===== src/rtl/apb_pkg.sv =====
// Shared APB definitions: bus state encoding, default widths, wait-counter sizing.
// Latency: n/a (types and constants only).
// Backpressure: n/a.
//
// Contents:
//   apb_state_e   IDLE / SETUP / ACCESS, shared by initiator and responder models
//   APB_ADDR_W    default address width
//   APB_DATA_W    default data width
//   wait_cnt_w()  width of a counter that must reach TIMEOUT, never narrower than 1
package apb_pkg;

  typedef enum logic [1:0] {
    IDLE   = 2'd0,
    SETUP  = 2'd1,
    ACCESS = 2'd2
  } apb_state_e;

  localparam int APB_ADDR_W = 32;
  localparam int APB_DATA_W = 32;

  // $clog2(1) is 0, which would give a zero-width counter when TIMEOUT is 0.
  function automatic int wait_cnt_w(input int timeout);
    int w;
    w = $clog2(timeout + 1);
    return (w < 1) ? 1 : w;
  endfunction

endpackage


===== src/rtl/apb_wait_timer.sv =====
// Counts consecutive ACCESS wait states and flags the cycle on which the limit is hit.
// Latency: expired is combinational from the current count and enable.
// Backpressure: none; the counter saturates instead of wrapping.
//
// Ports:
//   clk, rst  clock and asynchronous active-high reset
//   clear     zero the count (asserted while the transfer is in SETUP)
//   enable    a wait state is occurring this cycle (ACCESS with PREADY low)
//   expired   high during the wait state that is the TIMEOUT-th in a row
module apb_wait_timer
  import apb_pkg::*;
#(
  parameter int TIMEOUT = 16
) (
  input  logic clk,
  input  logic rst,
  input  logic clear,
  input  logic enable,
  output logic expired
);

  localparam int               CNT_W    = wait_cnt_w(TIMEOUT);
  localparam logic [CNT_W-1:0] CNT_MAX  = '1;
  // Count value seen during the last permitted wait state; unused when TIMEOUT is 0.
  localparam logic [CNT_W-1:0] CNT_LAST = (TIMEOUT == 0) ? '0 : CNT_W'(TIMEOUT - 1);

  logic [CNT_W-1:0] cnt;

  // Saturating so that an unbounded wait (TIMEOUT = 0) never wraps.
  always_ff @(posedge clk or posedge rst) begin
    if (rst) begin
      cnt <= '0;
    end else if (clear) begin
      cnt <= '0;
    end else if (enable && (cnt != CNT_MAX)) begin
      cnt <= cnt + CNT_W'(1);
    end
  end

  assign expired = (TIMEOUT != 0) && enable && (cnt == CNT_LAST);

endmodule


===== src/rtl/apb_master.sv =====
// APB initiator: turns a valid/ready command stream into SETUP/ACCESS transfers.
// Latency: accept -> SETUP next cycle -> ACCESS -> rsp_valid the cycle after PREADY (3 cycles min).
// Backpressure: cmd_ready only in IDLE or on a completing ACCESS; rsp_valid cannot be stalled.
//
// Ports:
//   PCLK, PRESET                  clock and asynchronous active-high reset
//   cmd_valid/cmd_ready           command handshake; cmd_write, cmd_addr, cmd_wdata payload
//   rsp_valid                     one-cycle completion pulse with rsp_rdata and rsp_err
//   busy                          a transfer is in flight
//   PSEL, PENABLE, PWRITE,
//   PADDR, PWDATA                 registered APB request outputs
//   PREADY, PRDATA                APB responder inputs
module apb_master
  import apb_pkg::*;
#(
  parameter int ADDR_W  = APB_ADDR_W,
  parameter int DATA_W  = APB_DATA_W,
  parameter int TIMEOUT = 16
) (
  input  logic              PCLK,
  input  logic              PRESET,
  input  logic              cmd_valid,
  output logic              cmd_ready,
  input  logic              cmd_write,
  input  logic [ADDR_W-1:0] cmd_addr,
  input  logic [DATA_W-1:0] cmd_wdata,
  output logic              rsp_valid,
  output logic [DATA_W-1:0] rsp_rdata,
  output logic              rsp_err,
  output logic              busy,
  output logic              PSEL,
  output logic              PENABLE,
  output logic              PWRITE,
  output logic [ADDR_W-1:0] PADDR,
  output logic [DATA_W-1:0] PWDATA,
  input  logic              PREADY,
  input  logic [DATA_W-1:0] PRDATA
);

  apb_state_e        state;
  apb_state_e        state_next;

  logic              accept;
  logic              load;
  logic              wait_clear;
  logic              wait_en;
  logic              expired;

  logic              psel_next;
  logic              penable_next;
  logic              rsp_valid_next;
  logic              rsp_err_next;
  logic [DATA_W-1:0] rsp_rdata_next;

  // A new command can be taken while idle, or on the very edge the current
  // transfer completes, which gives back-to-back transfers with no idle gap.
  assign cmd_ready = (state == IDLE) || ((state == ACCESS) && PREADY);
  assign accept    = cmd_valid && cmd_ready;
  assign busy      = (state != IDLE);

  assign wait_clear = (state == SETUP);
  assign wait_en    = (state == ACCESS) && !PREADY;

  apb_wait_timer #(
    .TIMEOUT (TIMEOUT)
  ) u_wait_timer (
    .clk     (PCLK),
    .rst     (PRESET),
    .clear   (wait_clear),
    .enable  (wait_en),
    .expired (expired)
  );

  always_ff @(posedge PCLK or posedge PRESET) begin
    if (PRESET) begin
      state <= IDLE;
    end else begin
      state <= state_next;
    end
  end

  always_comb begin
    state_next     = state;
    psel_next      = PSEL;
    penable_next   = PENABLE;
    load           = 1'b0;
    rsp_valid_next = 1'b0;
    rsp_err_next   = 1'b0;
    rsp_rdata_next = '0;

    case (state)
      IDLE: begin
        if (accept) begin
          load         = 1'b1;
          state_next   = SETUP;
          psel_next    = 1'b1;
          penable_next = 1'b0;
        end
      end

      // PREADY is not looked at here; SETUP always lasts exactly one cycle.
      SETUP: begin
        state_next   = ACCESS;
        penable_next = 1'b1;
      end

      ACCESS: begin
        if (PREADY) begin
          // Completion takes priority over a timeout landing on the same edge.
          rsp_valid_next = 1'b1;
          if (!PWRITE) begin
            rsp_rdata_next = PRDATA;
          end
          if (accept) begin
            load         = 1'b1;
            state_next   = SETUP;
            penable_next = 1'b0;
          end else begin
            state_next   = IDLE;
            psel_next    = 1'b0;
            penable_next = 1'b0;
          end
        end else if (expired) begin
          // cmd_ready is low here, so nothing can be accepted on an abort edge.
          rsp_valid_next = 1'b1;
          rsp_err_next   = 1'b1;
          state_next     = IDLE;
          psel_next      = 1'b0;
          penable_next   = 1'b0;
        end
      end

      default: begin
        state_next   = IDLE;
        psel_next    = 1'b0;
        penable_next = 1'b0;
      end
    endcase
  end

  // Address, data and direction change only on accept and otherwise keep their
  // last value, including through IDLE.
  always_ff @(posedge PCLK or posedge PRESET) begin
    if (PRESET) begin
      PSEL      <= 1'b0;
      PENABLE   <= 1'b0;
      PWRITE    <= 1'b0;
      PADDR     <= '0;
      PWDATA    <= '0;
      rsp_valid <= 1'b0;
      rsp_err   <= 1'b0;
      rsp_rdata <= '0;
    end else begin
      PSEL      <= psel_next;
      PENABLE   <= penable_next;
      rsp_valid <= rsp_valid_next;
      rsp_err   <= rsp_err_next;
      rsp_rdata <= rsp_rdata_next;
      if (load) begin
        PWRITE <= cmd_write;
        PADDR  <= cmd_addr;
        PWDATA <= cmd_wdata;
      end
    end
  end

  a_enable_needs_select : assert property (@(posedge PCLK) disable iff (PRESET)
    PENABLE |-> PSEL);

  a_hold_during_wait : assert property (@(posedge PCLK) disable iff (PRESET)
    (PSEL && PENABLE && !PREADY) |=> ($stable(PADDR) && $stable(PWDATA) && $stable(PWRITE)));

  // Two completions are always separated by at least a SETUP cycle.
  a_rsp_single_cycle : assert property (@(posedge PCLK) disable iff (PRESET)
    rsp_valid |=> !rsp_valid);

endmodule


===== config.mk =====
export PLATFORM = sky130hd
export DESIGN_NAME = apb_master
export DESIGN_NICKNAME = d
export VERILOG_FILES = /design/src/rtl/apb_pkg.sv /design/src/rtl/apb_wait_timer.sv /design/src/rtl/apb_master.sv
export SDC_FILE = /design/constraint.sdc
export NUM_CORES = 1
export LEC_CHECK = 0
export ABC_AREA = 1
export CORE_ASPECT_RATIO = 0.75
export CORE_MARGIN = 3
export CORE_UTILIZATION = 35
export DETAILED_ROUTE_END_ITERATION = 8
export HOLD_SLACK_MARGIN = 0.05
export PLACE_DENSITY = 0.82
export SETUP_SLACK_MARGIN = 0.1
export SLEW_MARGIN = 10
export SYNTH_ARGS = -nofsm -noshare
export SYNTH_HDL_FRONTEND = slang
export SYNTH_HIERARCHICAL = 1
export SYNTH_SLANG_ARGS = --single-unit

===== constraint.sdc =====
create_clock -name PCLK -period 3.8 [get_ports PCLK]
set_clock_uncertainty 0.05 [all_clocks]
set_input_delay 0.76 -clock PCLK [delete_from_list [all_inputs] [get_ports PCLK]]
set_output_delay 0.76 -clock PCLK [all_outputs]
set_load 0.01 [all_outputs]

==> results of run 1 <==
[placed cells by master, fill, tap and decap left out, drive strengths merged, types with 2 or more instances in the layout]
master / n
nand2: 217
clkdlybuf4s50: 203
dfrtp: 107
inv: 51
nor2: 44
clkbuf: 10
ha: 3
a21oi: 2
o21ai: 2
clkinv: 2
buf: 2
[cell type report]
type,count,area (um^2),share of cell area (%)
timing repair buffer,205,2060,31.7
sequential,107,2680,41.2
clock buffer,10,239,3.68
tap,140,175,2.70
multi-input combinational,273,1090,16.8
clock inverter,6,70.1,1.08
inverter,48,183,2.81
[sequential cells by signal, indices dropped and copies added (netlist names)]
register and flops:
PADDR 32, PWDATA 32, rsp_rdata 32, u_wait_timer/cnt 5, state 2, PSEL 1, PWRITE 1, rsp_err 1
rsp_valid 1
[kinds of logic after synthesis]
family / share of synthesized area, %
buffers and inverters: 7.98
AND/OR/NAND/NOR: 25.1
adder cells (fa/ha/maj): 0.917
AO/OA/AOI/OAI: 0.581
flip-flops: 65.4
[where the power goes]
part           total [uW]  leakage (uW)  switching (uW)  internal (uW)
combinational        1790       0.00176             844            950
sequential           1760       0.00138             221           1540
clock                 950      0.000154             414            536
total                4500       0.00329            1480           3020
[routing by layer]
metal,routed length (um),global-route usage [%],part of all wire [%]
met5,0,0,0
met4,157,4.98,1.5
met3,863,5.58,8.2
met2,5220,27.7,49
met1,4340,20.4,41
[final timing paths]
check	endpoint	slack, ns	depth (start not counted)
max	cmd_ready	0.91	4
min	PADDR[15]	0.43	2
max reg2reg	PWDATA[11]	1.80	8
min reg2reg	PADDR[15]	0.43	2
max in group asynchronous	rsp_rdata[12]	2.22	3
min in group asynchronous	u_wait_timer/cnt[0]	0.66	2
[per-stage QoR]
step / power (uW) / setup WS, ns / std cells
6_report: 4500 / 0.909 / 789
5_1_grt: 4820 / 0.898 / 789
4_1_cts: 4570 / 0.916 / 789
3_5_place_dp: 3600 / 0.920 / 773
3_3_place_gp: 3530 / 0.979 / 773
2_1_floorplan: 2550 / 0.315 / 446
[worst max-delay path, delay by kind of cell]
family                 cells  cell delay [ns]
buffers and inverters      2             1.12
and+or+nand+nor            2             0.20
[Yosys cell counts]
cell type | count | area share, %
or2_1 | 1 | 0.15
nand4_1 | 1 | 0.15
nor3_1 | 1 | 0.12
nand3_2 | 1 | 0.24
nand2_2 | 3 | 0.46
buf_6 | 9 | 2.5
nor2_1 | 42 | 3.9
inv_1 | 45 | 4.1
inv_2 | 3 | 0.28
buf_2 | 9 | 1.1
nor3b_1 | 1 | 0.18
ha_1 | 3 | 0.92
o21ai_0 | 1 | 0.12
dfrtp_1 | 107 | 65
a21oi_1 | 2 | 0.24
o21ai_2 | 1 | 0.21
nor2_2 | 2 | 0.31
nand2_1 | 214 | 20
==> results_dict.tcl, run 1 <==
set metrics [dict create \
    outcome "finished, final reports clean" \
    n_fill_cell 928 \
    gp_congestion 0.778 \
    totalWireLength_um 10600 \
    syn_area_mm2 0.00409 \
    numCtsBuffers 9 \
    min_period_ns 2.89 \
    final_max_slew_viol_count 0 \
    hpwl_um 7900 \
    viasPerCell 4.35 \
    yosysWarnings 6 \
    maxCapViolCount 0 \
    ctsResizeCount 0 \
    root_buffer "clkbuf_16" \
    tightest_slew_ns 1.08 \
    crit_chain "clkdlybuf4s50_1 -> nand2_1 -> nand2_2 -> clkdlybuf4s50_1" \
    hold_violations 0 \
    cts_buffer_depth 2 \
    crit_top_cell "clkdlybuf4s50_1" \
    wl_per_cell_um 13.4 \
    first_iter_violations 145 \
    power_density_mw_per_mm2 693 \
    power.leakage_uw 0.00329 \
    drt_first_pass_iters 4 \
    layout.nets 748 \
    grt_usage_pct 16.6 \
    setup.worst_path.start "PREADY" \
    cp.required_ns 2.99 \
    finalSetupViolations 0 \
    r2r_start "state[1]" \
    ys_ff_latch 107 \
    remaining_drc_errors 0 \
    crit_path_max_incr_delay_ns 0.57 \
    final_core_util_pct 58.2 \
    synthToLayoutAreaGrowth_pct 58.6 \
    holdBufCountCts 0 \
    criticalPathCategory "primary input to primary output" \
    synthDistinctLibCells 18 \
    post_cts.repair.setup_buffers 0 \
    ioPinCount 204 \
    dieArea_mm2 0.0130 \
    design_area_mm2 0.00649 \
    clk_latency_ns 0.34 \
    post-route-period-util_pct 76.1 \
    crit_arrival_ns 2.08 \
    portBuffers 203 \
    via_count 3436 \
    cts_sinks 107 \
    fmaxAchievable_ghz 0.346 \
    postSynthAreaPerCell_um2 9.18 \
    cts_tree "built" \
    rows 33 \
    start_util_pct 36.7 \
    antenna_found_initial 0 \
    critPathCaptureType "primary output" \
    vdd_drop_max_mv 0.379 \
    drive_gt1_share_pct 4.47 \
    htree_levels 3 \
    die_width_um 131 \
    syn-num-nets 550 \
    drtAntennaViolNets 0 \
    grt_pass1_wl_um 17100 \
    dpl_cell_area_mm2 0.00618 \
    diodes 0 \
    grt_pass1_vias 3519 \
    clk_pin_slew_ns 0.07 \
    tns_ns 0 \
    rsz0062_at_grt "false" \
    min-delay-start "PADDR[15]" \
    timing.critical_path.from_type "primary input" \
    syn_inst 446 \
    core_area_mm2 0.0111 \
    whs_ns 0.431 \
    gr-total-overflow 0 \
    slew_headroom_pct 27.9 \
    cpMaxStageDelayCell "clkdlybuf4s50_1" \
    die_h_um 99.7 \
    path_max_fanout 5 \
    grt_max_degree 67 \
    min_path_type "flip-flop to flip-flop" \
    synth-seq-area-share_pct 65.4 \
]
(Power assumes the default switching activity.)
==> inputs of run 2 (changes only) <==
--- a/config.mk
+++ b/config.mk
@@ -11,7 +11,7 @@
 export CORE_UTILIZATION = 35
 export DETAILED_ROUTE_END_ITERATION = 8
 export HOLD_SLACK_MARGIN = 0.05
-export PLACE_DENSITY = 0.82
+export PLACE_DENSITY = 0.85
 export SETUP_SLACK_MARGIN = 0.1
 export SLEW_MARGIN = 10
 export SYNTH_ARGS = -nofsm -noshare
==> constraint.sdc (replaced) <==
create_clock -name PCLK -period 2.33 [get_ports PCLK]
set_clock_uncertainty 0.05 [all_clocks]
set_input_delay 0.466 -clock PCLK [delete_from_list [all_inputs] [get_ports PCLK]]
set_output_delay 0.466 -clock PCLK [all_outputs]
set_load 0.01 [all_outputs]
==> run 2 against run 1 <==
Compared with the run above: via count increased by 2.3%; die area did not move; total power rose by 61%; flip-flop and latch count unchanged; clock-buffer cell count is 2 higher; routed wire length up 3.0%; clock power rose by 48%.
==> results_dict.tcl, run 2 (synthesis results as in run 1) <==
set metrics [dict create \
    grt_max_degree 41 \
    power.leakage_uw 0.00332 \
    criticalPathCategory "flip-flop to primary output" \
    p_int_uw 4860 \
    met1_usage_pct 20.0 \
    switching_share_pct 33.0 \
    drt_first_pass_iters 4 \
    r2r_start "state[1]" \
    clk_latency_ns 0.33 \
    finalSetupViolations 0 \
    synthToLayoutAreaGrowth_pct 60.0 \
    timing.critical_path.from_type "flip-flop" \
    final_core_util_pct 58.8 \
    reg_top3 "PADDR: 32 flops, PWDATA: 32 flops, rsp_rdata: 32 flops" \
    die_width_um 131 \
    holdBufCountCts 0 \
    min_period_ns 2.04 \
    seqPwrFrac_pct 39.7 \
    gp_congestion 0.744 \
    setup.worst_path.start "state[0]" \
    slew_headroom_pct 71.7 \
    totalWireLength_um 10900 \
    power_frac_comb_pct 40.9 \
    grt_pass1_vias 3574 \
    tns_ns 0 \
    drive_gt1_share_pct 5.63 \
    min_path_type "primary input to asynchronous set/reset pin" \
    critPathCaptureType "primary output" \
    power_density_mw_per_mm2 1110 \
    ioPinCount 204 \
    numCtsBuffers 9 \
    rows 33 \
    whs_ns 0.369 \
    path_max_fanout 4 \
    wl_per_cell_um 13.7 \
    final_cell_mix "nand2_1 (214), clkdlybuf4s50_1 (202), dfrtp_1 (107), inv_1 (44), nor2_1 (41)" \
    cts_sinks 107 \
    dpl_cell_area_mm2 0.00626 \
    final_common_cell "nand2_1" \
    crit_arrival_ns 1.53 \
    post-route-period-util_pct 87.7 \
    diodes 0 \
    rsz0062_at_grt "false" \
    cts_buffer_depth 2 \
    vdd_drop_max_mv 0.562 \
    design_area_mm2 0.00655 \
    cp.required_ns 1.81 \
    busiest_layer "met2" \
    die_h_um 99.7 \
    remaining_drc_errors 0 \
    htree_levels 3 \
    grt_pass1_wl_um 17100 \
    pwr-share-clk_pct 19.4 \
    drtAntennaViolNets 0 \
    met3_usage_pct 4.78 \
    start_util_pct 36.7 \
    via_count 3514 \
    tightest_slew_ns 0.424 \
    antenna_found_initial 0 \
    portBuffers 203 \
    layout.nets 757 \
    p_total_uw 7260 \
    final_max_slew_viol_count 0 \
    dieArea_mm2 0.0130 \
    clk_pin_slew_ns 0.07 \
    cts_tree "built" \
    first_iter_violations 135 \
    fmaxAchievable_ghz 0.489 \
    hpwl_um 8430 \
    maxCapViolCount 0 \
    core_area_mm2 0.0111 \
    outcome "finished, final reports clean" \
    hold_violations 0 \
    switchingPower_uw 2400 \
    viasPerCell 4.41 \
    root_buffer "clkbuf_16" \
    grt_usage_pct 16.5 \
    gr-total-overflow 0 \
    groute.layer.met2.usage_pct 28.0 \
]
[run 2: area by class of cell]
cell class,count,area (um^2)
fillers,912,4600
well taps,140,175
clock inverters,3,23.8
repair buffers,214,2140
inverters,48,184
multi-input cells,273,1090
clock buffers,12,256
flip-flops and latches,107,2680
[run 2: per-stage QoR]
step,std cells,setup WS (ns)
global route,797,0.232
global placement,781,0.186
floorplan,446,0.596
finish,797,0.286
CTS,796,0.132
detailed placement,781,0.179
[run 2: power groups by stage]
stage          Sequential (uW)  Clock [uW]  Combinational [uW]
6_report                  2880        1410                2970
5_1_grt                   2970        1520                3260
4_1_cts                   2880        1460                3000
3_5_place_dp              2900           0                3000
3_3_place_gp              2870           0                2910
2_1_floorplan             3160           0                1010
[run 2: routing by layer]
metal | part of all wire [%] | vias to the layer above | wire length, um
met5 | 0 | - | 0
met4 | 2.8 | 0 | 310
met3 | 7.6 | 29 | 833
met2 | 48 | 153 | 5240
met1 | 41 | 1624 | 4520
li1 | - | 1708 | -
[run 2: worst paths after layout]
| path | end | slack [ns] | cells after the start |
|---|---|---|---|
| worst max-delay path | busy | 0.29 | 3 |
| worst min-delay path | u_wait_timer/cnt[1] | 0.37 | 2 |
| worst max register to register | PSEL | 0.54 | 12 |
| worst min register to register | PADDR[27] | 0.43 | 2 |
| max in group asynchronous | PADDR[15] | 1.23 | 3 |
| min in group PCLK | PADDR[27] | 0.43 | 2 |
[run 2: what timing repair did]
| item | 4_1_cts | 5_1_grt |
|---|---|---|
| gates resized for setup | 0 | 2 |
| endpoints found under the setup margin | 0 | 1 |
| buffers inserted | 0 | 1 |
[run 2: worst max-delay path, cell delays in order, from the launching register on]
cell and delay, ns:
dfrtp_1 0.44, nor2_2 0.21, inv_2 0.07, clkdlybuf4s50_1 0.48
==> inputs of run 3 (changes only) <==
--- a/config.mk
+++ b/config.mk
@@ -7,7 +7,7 @@
 export LEC_CHECK = 0
 export ABC_AREA = 1
 export CORE_ASPECT_RATIO = 0.75
-export CORE_MARGIN = 3
+export CORE_MARGIN = 5
 export CORE_UTILIZATION = 35
 export DETAILED_ROUTE_END_ITERATION = 8
 export HOLD_SLACK_MARGIN = 0.05
==> run 3 against run 2 <==
Compared with the run above: routed wire length is 0.45% lower; largest cell class unchanged; critical endpoint is now cmd_ready; flip-flop and latch count is the same; sequential power is essentially flat; via count shrank 2.4%; final cell count increased by 2.3%; first-iteration DRC count decreased by 35%.
==> results_dict.tcl, run 3 (synthesis results as in run 1) <==
set metrics [dict create \
    outcome "finished, final reports clean" \
    cpMaxStageDelayCell "clkdlybuf4s50_1" \
    dp.cells 799 \
    dieArea_mm2 0.0140 \
    tightest_slew_ns 0.656 \
    numCtsBuffers 9 \
    drtAntennaViolNets 0 \
    final_max_slew_viol_count 0 \
    portBuffers 203 \
    finalSetupViolations 0 \
    rsz0062_at_grt "false" \
    clk_pin_slew_ns 0.07 \
    wl_per_cell_um 13.3 \
    layout.nets 752 \
    vdd_drop_max_mv 0.543 \
    tns_ns 0 \
    drive_gt1_share_pct 4.90 \
    fmaxAchievable_ghz 0.462 \
    root_buffer "clkbuf_16" \
    reg_top3 "PADDR: 32 flops, PWDATA: 32 flops, rsp_rdata: 32 flops" \
    regArea_mm2 0.00268 \
    power.leakage_uw 0.00330 \
    gr-total-overflow 0 \
    n_fill_cell 993 \
    first_iter_violations 88 \
    core_area_mm2 0.0115 \
    totalWireLength_um 10900 \
    crit_chain "clkdlybuf4s50_1 -> nand2_1 -> nand2_2 -> clkdlybuf4s50_1" \
    final_core_util_pct 56.9 \
    ioPinCount 204 \
    power_density_mw_per_mm2 1120 \
    min_path_type "primary input to asynchronous set/reset pin" \
    grt_usage_pct 15.9 \
    cts_tree "built" \
    holdBufCountCts 0 \
    hold_violations 0 \
    crit_arrival_ns 1.65 \
    worst-path-stages 4 \
    drt_first_pass_iters 4 \
    viasPerCell 4.21 \
    grt_pass1_vias 3551 \
    synthToLayoutAreaGrowth_pct 60.3 \
    clk_latency_ns 0.33 \
    antenna_found_initial 0 \
    post_cts.repair.setup_buffers 0 \
    htree_levels 3 \
    multi_input_area_mm2 0.00110 \
    crit_top_cell "clkdlybuf4s50_1" \
    cp_num_buf_inv 2 \
    post-route-period-util_pct 92.8 \
    via_count 3429 \
    cts_sinks 107 \
    slew_headroom_pct 56.3 \
    final_cell_mix "nand2_1 (214), clkdlybuf4s50_1 (203), dfrtp_1 (107), inv_1 (44), nor2_1 (41)" \
    critPathCaptureType "primary output" \
    crit_family "buffers and inverters" \
    timing.critical_path.from_type "primary input" \
    criticalPathCategory "primary input to primary output" \
    finalNonFillerCells 815 \
    grt_pass1_wl_um 17600 \
    diodes 0 \
    die_width_um 135 \
    gp_congestion 0.785 \
    hpwl_um 8360 \
    grt_max_degree 66 \
    remaining_drc_errors 0 \
    start_util_pct 35.5 \
    path_max_fanout 2 \
    crit_path_max_incr_delay_ns 0.53 \
    die_h_um 104 \
    final_common_cell "nand2_1" \
    maxCapViolCount 0 \
    min_period_ns 2.16 \
    whs_ns 0.374 \
    ctsResizeCount 0 \
    cp.required_ns 1.81 \
    cts_buffer_depth 2 \
    rows 34 \
    ff2ff_path_depth 8 \
]
## run 3: changes by cell type in the layout (fill, tap and decap cells not counted)
cell             before  now
clkdlybuf4s50_1     202  203
bufinv_16             0    1
dlymetal6s2s_1        1    0
clkbuf_8              2    0
clkinv_4              1    3
clkinvlp_4            3    2
nor2_4                0    1
buf_4                 9    4
clkbuf_1              1    2
nor2_2                3    2
## run 3: final timing paths
path | slack [ns] | start | end
min in group PCLK | 0.43 | PADDR[6] | PADDR[6]
hold reg to reg | 0.43 | PADDR[6] | PADDR[6]
hold / removal | 0.37 | PRESET | u_wait_timer/cnt[4]
max in group asynchronous | 1.13 | PRESET | PWDATA[29]
setup reg to reg | 0.57 | state[1] | PWDATA[11]
setup / recovery | 0.17 | PREADY | cmd_ready
## run 3: area by class of cell
| type | count | area share (%) |
|---|---|---|
| flip-flops and latches | 107 | 40.8 |
| repair buffers | 209 | 32.0 |
| multi-input cells | 273 | 16.7 |
| clock buffers | 11 | 3.55 |
| well taps | 162 | 3.09 |
| inverters | 48 | 2.80 |
| clock inverters | 5 | 0.973 |
## run 3: where the power goes
group          internal, uW  switching (uW)  total (uW)
clock                   839             631        1470
sequential             2510             359        2860
combinational          1570            1410        2980
total                  4920            2400        7310
## run 3: stage by stage
step / power, uW / cell area (um^2) / worst slack, ns
global placement: 5800 / 6250 / 0.180
CTS: 7420 / 6550 / 0.136
detailed placement: 5900 / 6250 / 0.164
floorplan: 4170 / 4100 / 0.596
global route: 7830 / 6560 / 0.0917
finish: 7310 / 6560 / 0.167
## run 3: per-layer routing
| layer | wire length (um) | vias to the layer above | global-route usage (%) |
|---|---|---|---|
| li1 | - | 1698 | - |
| met1 | 4220 | 1583 | 18.3 |
| met2 | 5330 | 132 | 26.9 |
| met3 | 1110 | 16 | 6.64 |
| met4 | 180 | 0 | 4.65 |
| met5 | 0 | - | 0 |
## run 3: worst reg2reg max path, delay by kind of cell (launching register included)
family	cells	cell delay, ns
buffers and inverters	2	0.66
AND/OR/NAND/NOR	6	0.57
flip-flops	1	0.42
